--- src/rtl/csa_tree_pipe.sv ---
`default_nettype none
// ============================================================================
// Module   : csa_tree_pipe
// Purpose  : Parametrised pipelined carry-save reduction tree. Compresses
//            NUM_IN operands of WIDTH bits into a sum/carry pair whose
//            modular sum (mod 2^WIDTH) equals the sum of all operands.
//            A pipeline register is placed after every LVL_PER_STG levels
//            of 3:2 compressors. Valid/ready handshake on both sides with
//            a synchronous flush.
// Revision : 1.0 - initial release
// ----------------------------------------------------------------------------
// Parameters
//   WIDTH        bits per operand and per output vector
//   NUM_IN       operand count (>= 2)
//   LVL_PER_STG  3:2 compressor levels between pipeline registers (>= 1)
// Ports
//   clk        in   clock, rising edge
//   rst_n      in   asynchronous active-low reset
//   flush      in   synchronous clear of all pipeline valids
//   in_valid   in   operand bundle valid
//   in_ready   out  bundle accepted this cycle (independent of in_valid)
//   in_ops     in   operand k at [k*WIDTH +: WIDTH]
//   out_valid  out  sum/carry valid
//   out_ready  in   consumer accepts
//   out_sum    out  sum vector
//   out_carry  out  carry vector (pre-shifted, MSB carry dropped)
//   out_result out  (sum+carry) mod 2^WIDTH, only with CSA_TREE_FINAL_ADD_EN
// Configuration
//   CSA_TREE_FINAL_ADD_EN : adds one extra stage holding the final
//                           carry-propagate sum on out_result.
// ============================================================================
module csa_tree_pipe #(
    parameter int WIDTH       = 8,
    parameter int NUM_IN      = 7,
    parameter int LVL_PER_STG = 2
) (
    input  logic                    clk,
    input  logic                    rst_n,
    input  logic                    flush,
    input  logic                    in_valid,
    output logic                    in_ready,
    input  logic [WIDTH*NUM_IN-1:0] in_ops,
    output logic                    out_valid,
    input  logic                    out_ready,
    output logic [WIDTH-1:0]        out_sum,
    output logic [WIDTH-1:0]        out_carry
`ifdef CSA_TREE_FINAL_ADD_EN
    ,
    output logic [WIDTH-1:0]        out_result
`endif
);

    // ------------------------------------------------------------------------
    // Tree geometry. Every level groups its rows into triples, each triple
    // becomes two rows; leftover rows pass through. So n rows become
    // n - floor(n/3) rows per level.
    // ------------------------------------------------------------------------
    function automatic int f_rows(input int lv);
        int n;
        n = NUM_IN;
        for (int k = 0; k < lv; k++) begin
            n = n - n / 3;
        end
        return n;
    endfunction

    function automatic int f_levels(input int n_in);
        int n;
        int l;
        n = n_in;
        l = 0;
        for (int k = 0; k < 64; k++) begin
            if (n > 2) begin
                n = n - n / 3;
                l = l + 1;
            end
        end
        return l;
    endfunction

    localparam int c_levels      = f_levels(NUM_IN);
    localparam int c_tree_stages = (c_levels == 0) ? 1
                                 : (c_levels + LVL_PER_STG - 1) / LVL_PER_STG;

    // Number of compressor levels completed when data lands in stage i.
    function automatic int f_stage_end(input int i);
        return ((i + 1) * LVL_PER_STG < c_levels) ? (i + 1) * LVL_PER_STG : c_levels;
    endfunction

    // Bit offset of level-l input rows inside the flat node bus.
    function automatic int f_noff(input int l);
        int o;
        o = 0;
        for (int k = 0; k < l; k++) begin
            o = o + f_rows(k) * WIDTH;
        end
        return o;
    endfunction

    // Bit offset of the rows produced by level l-1 (l >= 1) in the flat
    // compressor-output bus.
    function automatic int f_coff(input int l);
        int o;
        o = 0;
        for (int k = 1; k < l; k++) begin
            o = o + f_rows(k) * WIDTH;
        end
        return o;
    endfunction

    // Bit offset of stage i inside the flat pipeline data register.
    function automatic int f_soff(input int i);
        int o;
        o = 0;
        for (int j = 0; j < i; j++) begin
            o = o + f_rows(f_stage_end(j)) * WIDTH;
        end
        return o;
    endfunction

    localparam int c_stg_w    = f_soff(c_tree_stages);
    localparam int c_last_off = f_soff(c_tree_stages - 1);

`ifdef CSA_TREE_FINAL_ADD_EN
    localparam int c_stages = c_tree_stages + 1;
`else
    localparam int c_stages = c_tree_stages;
`endif

    // ------------------------------------------------------------------------
    // Handshake chain
    // ------------------------------------------------------------------------
    logic [c_stages-1:0] r_valid;
    logic [c_stages-1:0] w_vnext;
    logic [c_stages-1:0] w_load;   // stage takes new content (or a bubble)
    logic [c_stages-1:0] w_adv;    // stage content moves on
    logic [c_stages-1:0] w_xfer;   // stage captures a valid bundle

    // Readiness ripples backwards from out_ready; in_valid never enters
    // this path, so in_ready has no combinational dependency on it.
    always_comb begin
        w_load = '0;
        w_adv  = '0;
        w_adv[c_stages-1] = out_ready;
        for (int i = c_stages - 1; i >= 0; i--) begin
            w_load[i] = ~r_valid[i] | w_adv[i];
            if (i > 0) begin
                w_adv[i-1] = w_load[i];
            end
        end
    end

    assign in_ready = w_load[0] & ~flush;

    always_comb begin
        w_xfer    = '0;
        w_vnext   = r_valid;
        w_xfer[0] = in_valid & in_ready;
        if (w_load[0]) begin
            w_vnext[0] = in_valid;
        end
        for (int i = 1; i < c_stages; i++) begin
            w_xfer[i] = w_load[i] & r_valid[i-1] & ~flush;
            if (w_load[i]) begin
                w_vnext[i] = r_valid[i-1];
            end
        end
    end

    always_ff @(posedge clk or negedge rst_n) begin
        if (!rst_n) begin
            r_valid <= '0;
        end else if (flush) begin
            r_valid <= '0;
        end else begin
            r_valid <= w_vnext;
        end
    end

    // ------------------------------------------------------------------------
    // Compressor network and stage data registers. Stage segments are packed
    // into one flat register; a per-bit enable mask loads only the stages
    // that receive a valid bundle this cycle.
    // ------------------------------------------------------------------------
    logic [c_stg_w-1:0] r_data;
    logic [c_stg_w-1:0] w_stage_d;
    logic [c_stg_w-1:0] w_mask;

    generate
        if (c_levels == 0) begin : g_passthru
            // Two operands are already a sum/carry pair.
            assign w_stage_d = in_ops;
        end else begin : g_tree
            localparam int c_node_w = f_noff(c_levels);
            localparam int c_cmp_w  = f_coff(c_levels + 1);

            logic [c_node_w-1:0] w_node;
            logic [c_cmp_w-1:0]  w_cmp;

            for (genvar l = 0; l < c_levels; l++) begin : g_level
                localparam int c_n   = f_rows(l);
                localparam int c_grp = c_n / 3;
                localparam int c_ni  = f_noff(l);
                localparam int c_co  = f_coff(l + 1);

                // Level input: the operands, a stage register at a stage
                // boundary, or the previous level's combinational output.
                if (l == 0) begin : g_src_in
                    assign w_node[c_ni +: c_n*WIDTH] = in_ops;
                end else if ((l % LVL_PER_STG) == 0) begin : g_src_reg
                    assign w_node[c_ni +: c_n*WIDTH] =
                        r_data[f_soff(l / LVL_PER_STG - 1) +: c_n*WIDTH];
                end else begin : g_src_comb
                    assign w_node[c_ni +: c_n*WIDTH] = w_cmp[f_coff(l) +: c_n*WIDTH];
                end

                for (genvar k = 0; k < c_grp; k++) begin : g_csa
                    logic [WIDTH-1:0] w_a;
                    logic [WIDTH-1:0] w_b;
                    logic [WIDTH-1:0] w_c;
                    logic [WIDTH-1:0] w_maj;
                    assign w_a   = w_node[c_ni + (3*k)*WIDTH   +: WIDTH];
                    assign w_b   = w_node[c_ni + (3*k+1)*WIDTH +: WIDTH];
                    assign w_c   = w_node[c_ni + (3*k+2)*WIDTH +: WIDTH];
                    assign w_maj = (w_a & w_b) | (w_a & w_c) | (w_b & w_c);
                    assign w_cmp[c_co + (2*k)*WIDTH   +: WIDTH] = w_a ^ w_b ^ w_c;
                    // Carry weight doubles; the top carry falls off mod 2^WIDTH.
                    assign w_cmp[c_co + (2*k+1)*WIDTH +: WIDTH] = w_maj << 1;
                end

                for (genvar k = 0; k < c_n - 3*c_grp; k++) begin : g_pass
                    assign w_cmp[c_co + (2*c_grp+k)*WIDTH +: WIDTH] =
                        w_node[c_ni + (3*c_grp+k)*WIDTH +: WIDTH];
                end
            end

            for (genvar i = 0; i < c_tree_stages; i++) begin : g_stage_d
                localparam int c_rows = f_rows(f_stage_end(i));
                assign w_stage_d[f_soff(i) +: c_rows*WIDTH] =
                    w_cmp[f_coff(f_stage_end(i)) +: c_rows*WIDTH];
            end
        end

        for (genvar i = 0; i < c_tree_stages; i++) begin : g_mask
            localparam int c_rows = f_rows(f_stage_end(i));
            assign w_mask[f_soff(i) +: c_rows*WIDTH] = {(c_rows*WIDTH){w_xfer[i]}};
        end
    endgenerate

    always_ff @(posedge clk or negedge rst_n) begin
        if (!rst_n) begin
            r_data <= '0;
        end else begin
            r_data <= (w_mask & w_stage_d) | (~w_mask & r_data);
        end
    end

    // ------------------------------------------------------------------------
    // Output stage
    // ------------------------------------------------------------------------
    logic [WIDTH-1:0] w_tsum;
    logic [WIDTH-1:0] w_tcarry;

    assign w_tsum   = r_data[c_last_off +: WIDTH];
    assign w_tcarry = r_data[c_last_off + WIDTH +: WIDTH];
    assign out_valid = r_valid[c_stages-1];

`ifdef CSA_TREE_FINAL_ADD_EN
    logic [WIDTH-1:0] r_fsum;
    logic [WIDTH-1:0] r_fcarry;
    logic [WIDTH-1:0] r_fres;

    // sum/carry are re-registered here so they stay aligned with the result.
    always_ff @(posedge clk or negedge rst_n) begin
        if (!rst_n) begin
            r_fsum   <= '0;
            r_fcarry <= '0;
            r_fres   <= '0;
        end else if (w_xfer[c_stages-1]) begin
            r_fsum   <= w_tsum;
            r_fcarry <= w_tcarry;
            r_fres   <= w_tsum + w_tcarry;
        end
    end

    assign out_sum    = r_fsum;
    assign out_carry  = r_fcarry;
    assign out_result = r_fres;
`else
    assign out_sum   = w_tsum;
    assign out_carry = w_tcarry;
`endif

endmodule
`default_nettype wire

--- config.mk ---
export PLATFORM = sky130hd
export DESIGN_NAME = csa_tree_pipe
export DESIGN_NICKNAME = d
export VERILOG_FILES = /design/src/rtl/csa_tree_pipe.sv
export SDC_FILE = /design/constraint.sdc
export NUM_CORES = 1
export LEC_CHECK = 0
export ABC_AREA = 1
export CORE_MARGIN = 4
export CORE_UTILIZATION = 40
export CTS_BUF_LIST = sky130_fd_sc_hd__clkbuf_8
export DETAILED_ROUTE_END_ITERATION = 10
export HOLD_SLACK_MARGIN = 0.15
export PLACE_DENSITY = 0.7
export RECOVER_POWER = 50
export SLEW_MARGIN = 10
export SYNTH_ARGS = -nofsm -noshare
export SYNTH_HDL_FRONTEND = slang
export SYNTH_SLANG_ARGS = --single-unit
--- constraint.sdc ---
create_clock -name clk -period 1.6 [get_ports clk]
set_input_delay 0.16 -clock clk [delete_from_list [all_inputs] [get_ports clk]]
set_output_delay 0.16 -clock clk [all_outputs]
set_load 0.05 [all_outputs]
==> impl_metrics.toml <==
[status]
outcome = "finished, violations left"
violations = "negative setup slack"

[timing]
tightest_slew_ps = 990.7
finalCriticalPeriod_ps = 1606
hold_viol_final = 0
fin_crit_sh_pct = 100.4
holdWs_ps = 323.0
finClkSkew_ps = 14.22
tns_ps = -5.632
setup_ws_ps = -5.632
rsz0062_at_grt = "yes"
slew_violations = 0
clock.fmax_mhz = 622.8
finalSetupViolations = 1
relSlewSlack_pct = 33.95

[drt]
wl_per_cell_um = 10.59
drc = 0
vias_per_cell = 4.181
drt_pass1_iterations = 4
vias = 2237
ant_nets = 0
wl_mm = 5.663
drt_iter0_drc = 63

[cts]
cts-root-buf = "clkbuf_8"
cts_tree = "built"
clock-sinks = 50
clk_pin_slew_ps = 90
htreeDepth = 2
clock_path_buffers = 2
cts_buffers = 5
clk-insertion-delay-late_ps = 290

[grt]
overflow = 0
grt_pass1_vias = 2354
grt_max_degree = 34
grt_usage_pct = 12.76
grt_pass1_wl_mm = 10.03
grt_antenna_before_repair = 0

[floorplan]
die_area_mm2 = 0.009442
die_x_um = 97.17
coreArea_mm2 = 0.007727
fp-row-count = 32
io_pins = 79
die_h_um = 97.17
initial_core_util_pct = 41.16

[worst_setup_path]
cp.required_ps = 1780
path_cells = "inv_1 > fa_1 > fa_1 > o21ai_1"
arrival_ps = 1790
crit_path_max_incr_delay_ps = 550
cp-start-kind = "flip-flop"
r2r_slack_ps = -6
path_max_fanout = 2
crit_type = "reg2reg"
end_kind = "flip-flop"
critical-path-top-cell-by-count = "fa_1"
crit_path_top_delay_cell = "fa_1"
reg2regPathDepth = 4

[pwr]
power_density_mw_per_mm2 = 1149
p_leak_nw = 2.290
peakVddDrop_mv = 0.5070

[layout]
antenna_cells = 0
drive_gt1_share_pct = 18.71
area_growth_pct = 28.44
final_cell_area_mm2 = 0.004085
nNetsFinal = 528

[worst_hold_path]
min_from = "in_ops[33]"
min_path_type = "in2reg"
hold_depth = 4

[placed_design]
place_area_mm2 = 0.003938
place_congestion = 0.7361
dp_hpwl_mm = 4.578
port_buffers = 78

[logic_synthesis]
avgSynthCellArea_um2 = 8.985
synth.distinct_cells = 23
synth.net_count = 450
yosysTopAreaCellShare_pct = 39.34
seq_area_frac_synth_pct = 39.34
yosys_warnings = 0
synth_top_area_cell = "dfrtp_1"
syn-instance-count = 354
netlist_area_mm2 = 0.003181
synth-seq-cells = 50
synth_area_leaders = "dfrtp_1 (39%), fa_1 (21%), inv_1 (12%)"

[flow_run]
max_cap_violations = 0
## final cells by class
type | count | area [um^2]
clock buffers | 5 | 68.82
clock inverters | 3 | 41.29
fillers | 747 | 3642
inverters | 99 | 371.6
multi-input cells | 181 | 1346
flip-flops and latches | 50 | 1251
well taps | 102 | 127.6
repair buffers | 95 | 878.3
## worst max-delay path: cells and delay by family, from the launching register on
family / cells / cell delay, ps
DFF: 1 / 380
buffers and inverters: 1 / 70
adders and majority gates: 2 / 990
AOI/OAI and AO/OA: 1 / 60
## synth_stat cells, drive strengths merged
| cell type | instances |
|---|---|
| nand3 | 6 |
| nor2 | 4 |
| a21oi | 2 |
| nand2 | 98 |
| inv | 99 |
| ha | 2 |
| fa | 33 |
| dfrtp | 50 |
| xnor2 | 3 |
| buf | 24 |
| xor2 | 1 |
| o21ai | 32 |
## how the worst max path moves through the flow
stage                from         to  slack, ps
2_1_floorplan   flip-flop  flip-flop         60
3_3_place_gp   in_ops[26]  flip-flop       -350
3_5_place_dp   in_ops[28]  flip-flop       -400
4_1_cts        in_ops[28]  flip-flop        -10
5_1_grt         flip-flop  flip-flop        -90
6_report        flip-flop  flip-flop         -6
## routing by layer
metal  vias up  global-route usage (%)  wire [um]
met5         -                       0          0
met3         6                   2.584        235
li1       1145                       -          -
met2        48                   23.04       2826
met1      1038                   15.29       2513
met4         0                   3.780         88
## what timing repair did
action                                 4_1_cts  5_1_grt
setup buffers                                1        4
resized for setup                           36       38
hold buffers                                 1        0
pin swaps                                   19       23
cloned                                       0        0
endpoints found under the hold margin       17        0
setup endpoints to repair                   13       18
## cell usage in the layout (no fill, tap or decap), drive strengths merged
master	count
a21oi	2
buf	31
bufinv	1
clkbuf	9
clkdlybuf4s50	25
clkinvlp	1
dfrtp	50
dlygate4sd2	19
dlygate4sd3	1
dlymetal6s2s	15
fa	33
ha	2
inv	100
nand2	98
nand3	6
nor2	4
o21ai	32
xnor2	3
xor2	1
## kinds of logic after synthesis
family	count (synthesis)	share of synthesized area, %
compound gates	34	6.058
simple gates	108	13.69
flops	50	39.34
xor+xnor	4	1.102
fa+ha+maj	35	21.56
buf+inv	123	18.25
## power by group
| part | internal [W] | switching [W] | total (W) |
|---|---|---|---|
| sequential | 0.00157 | 0.000163 | 0.00173 |
| combinational | 0.000821 | 0.00129 | 0.00211 |
| clock | 0.000460 | 0.000391 | 0.000851 |
## stage by stage
stage               util [%]  setup WS, ps  total power (W)  instances
finish                 52.87        -5.632         0.004695        535
global route           52.87        -88.53         0.005090        535
CTS                    52.30        -11.35         0.004739        531
detailed placement     50.96        -396.7         0.003862        521
global placement       50.96        -351.8         0.003809        521
floorplan                  -         56.97         0.003328        354
No activity file was read; power rests on OpenSTA's default activity.
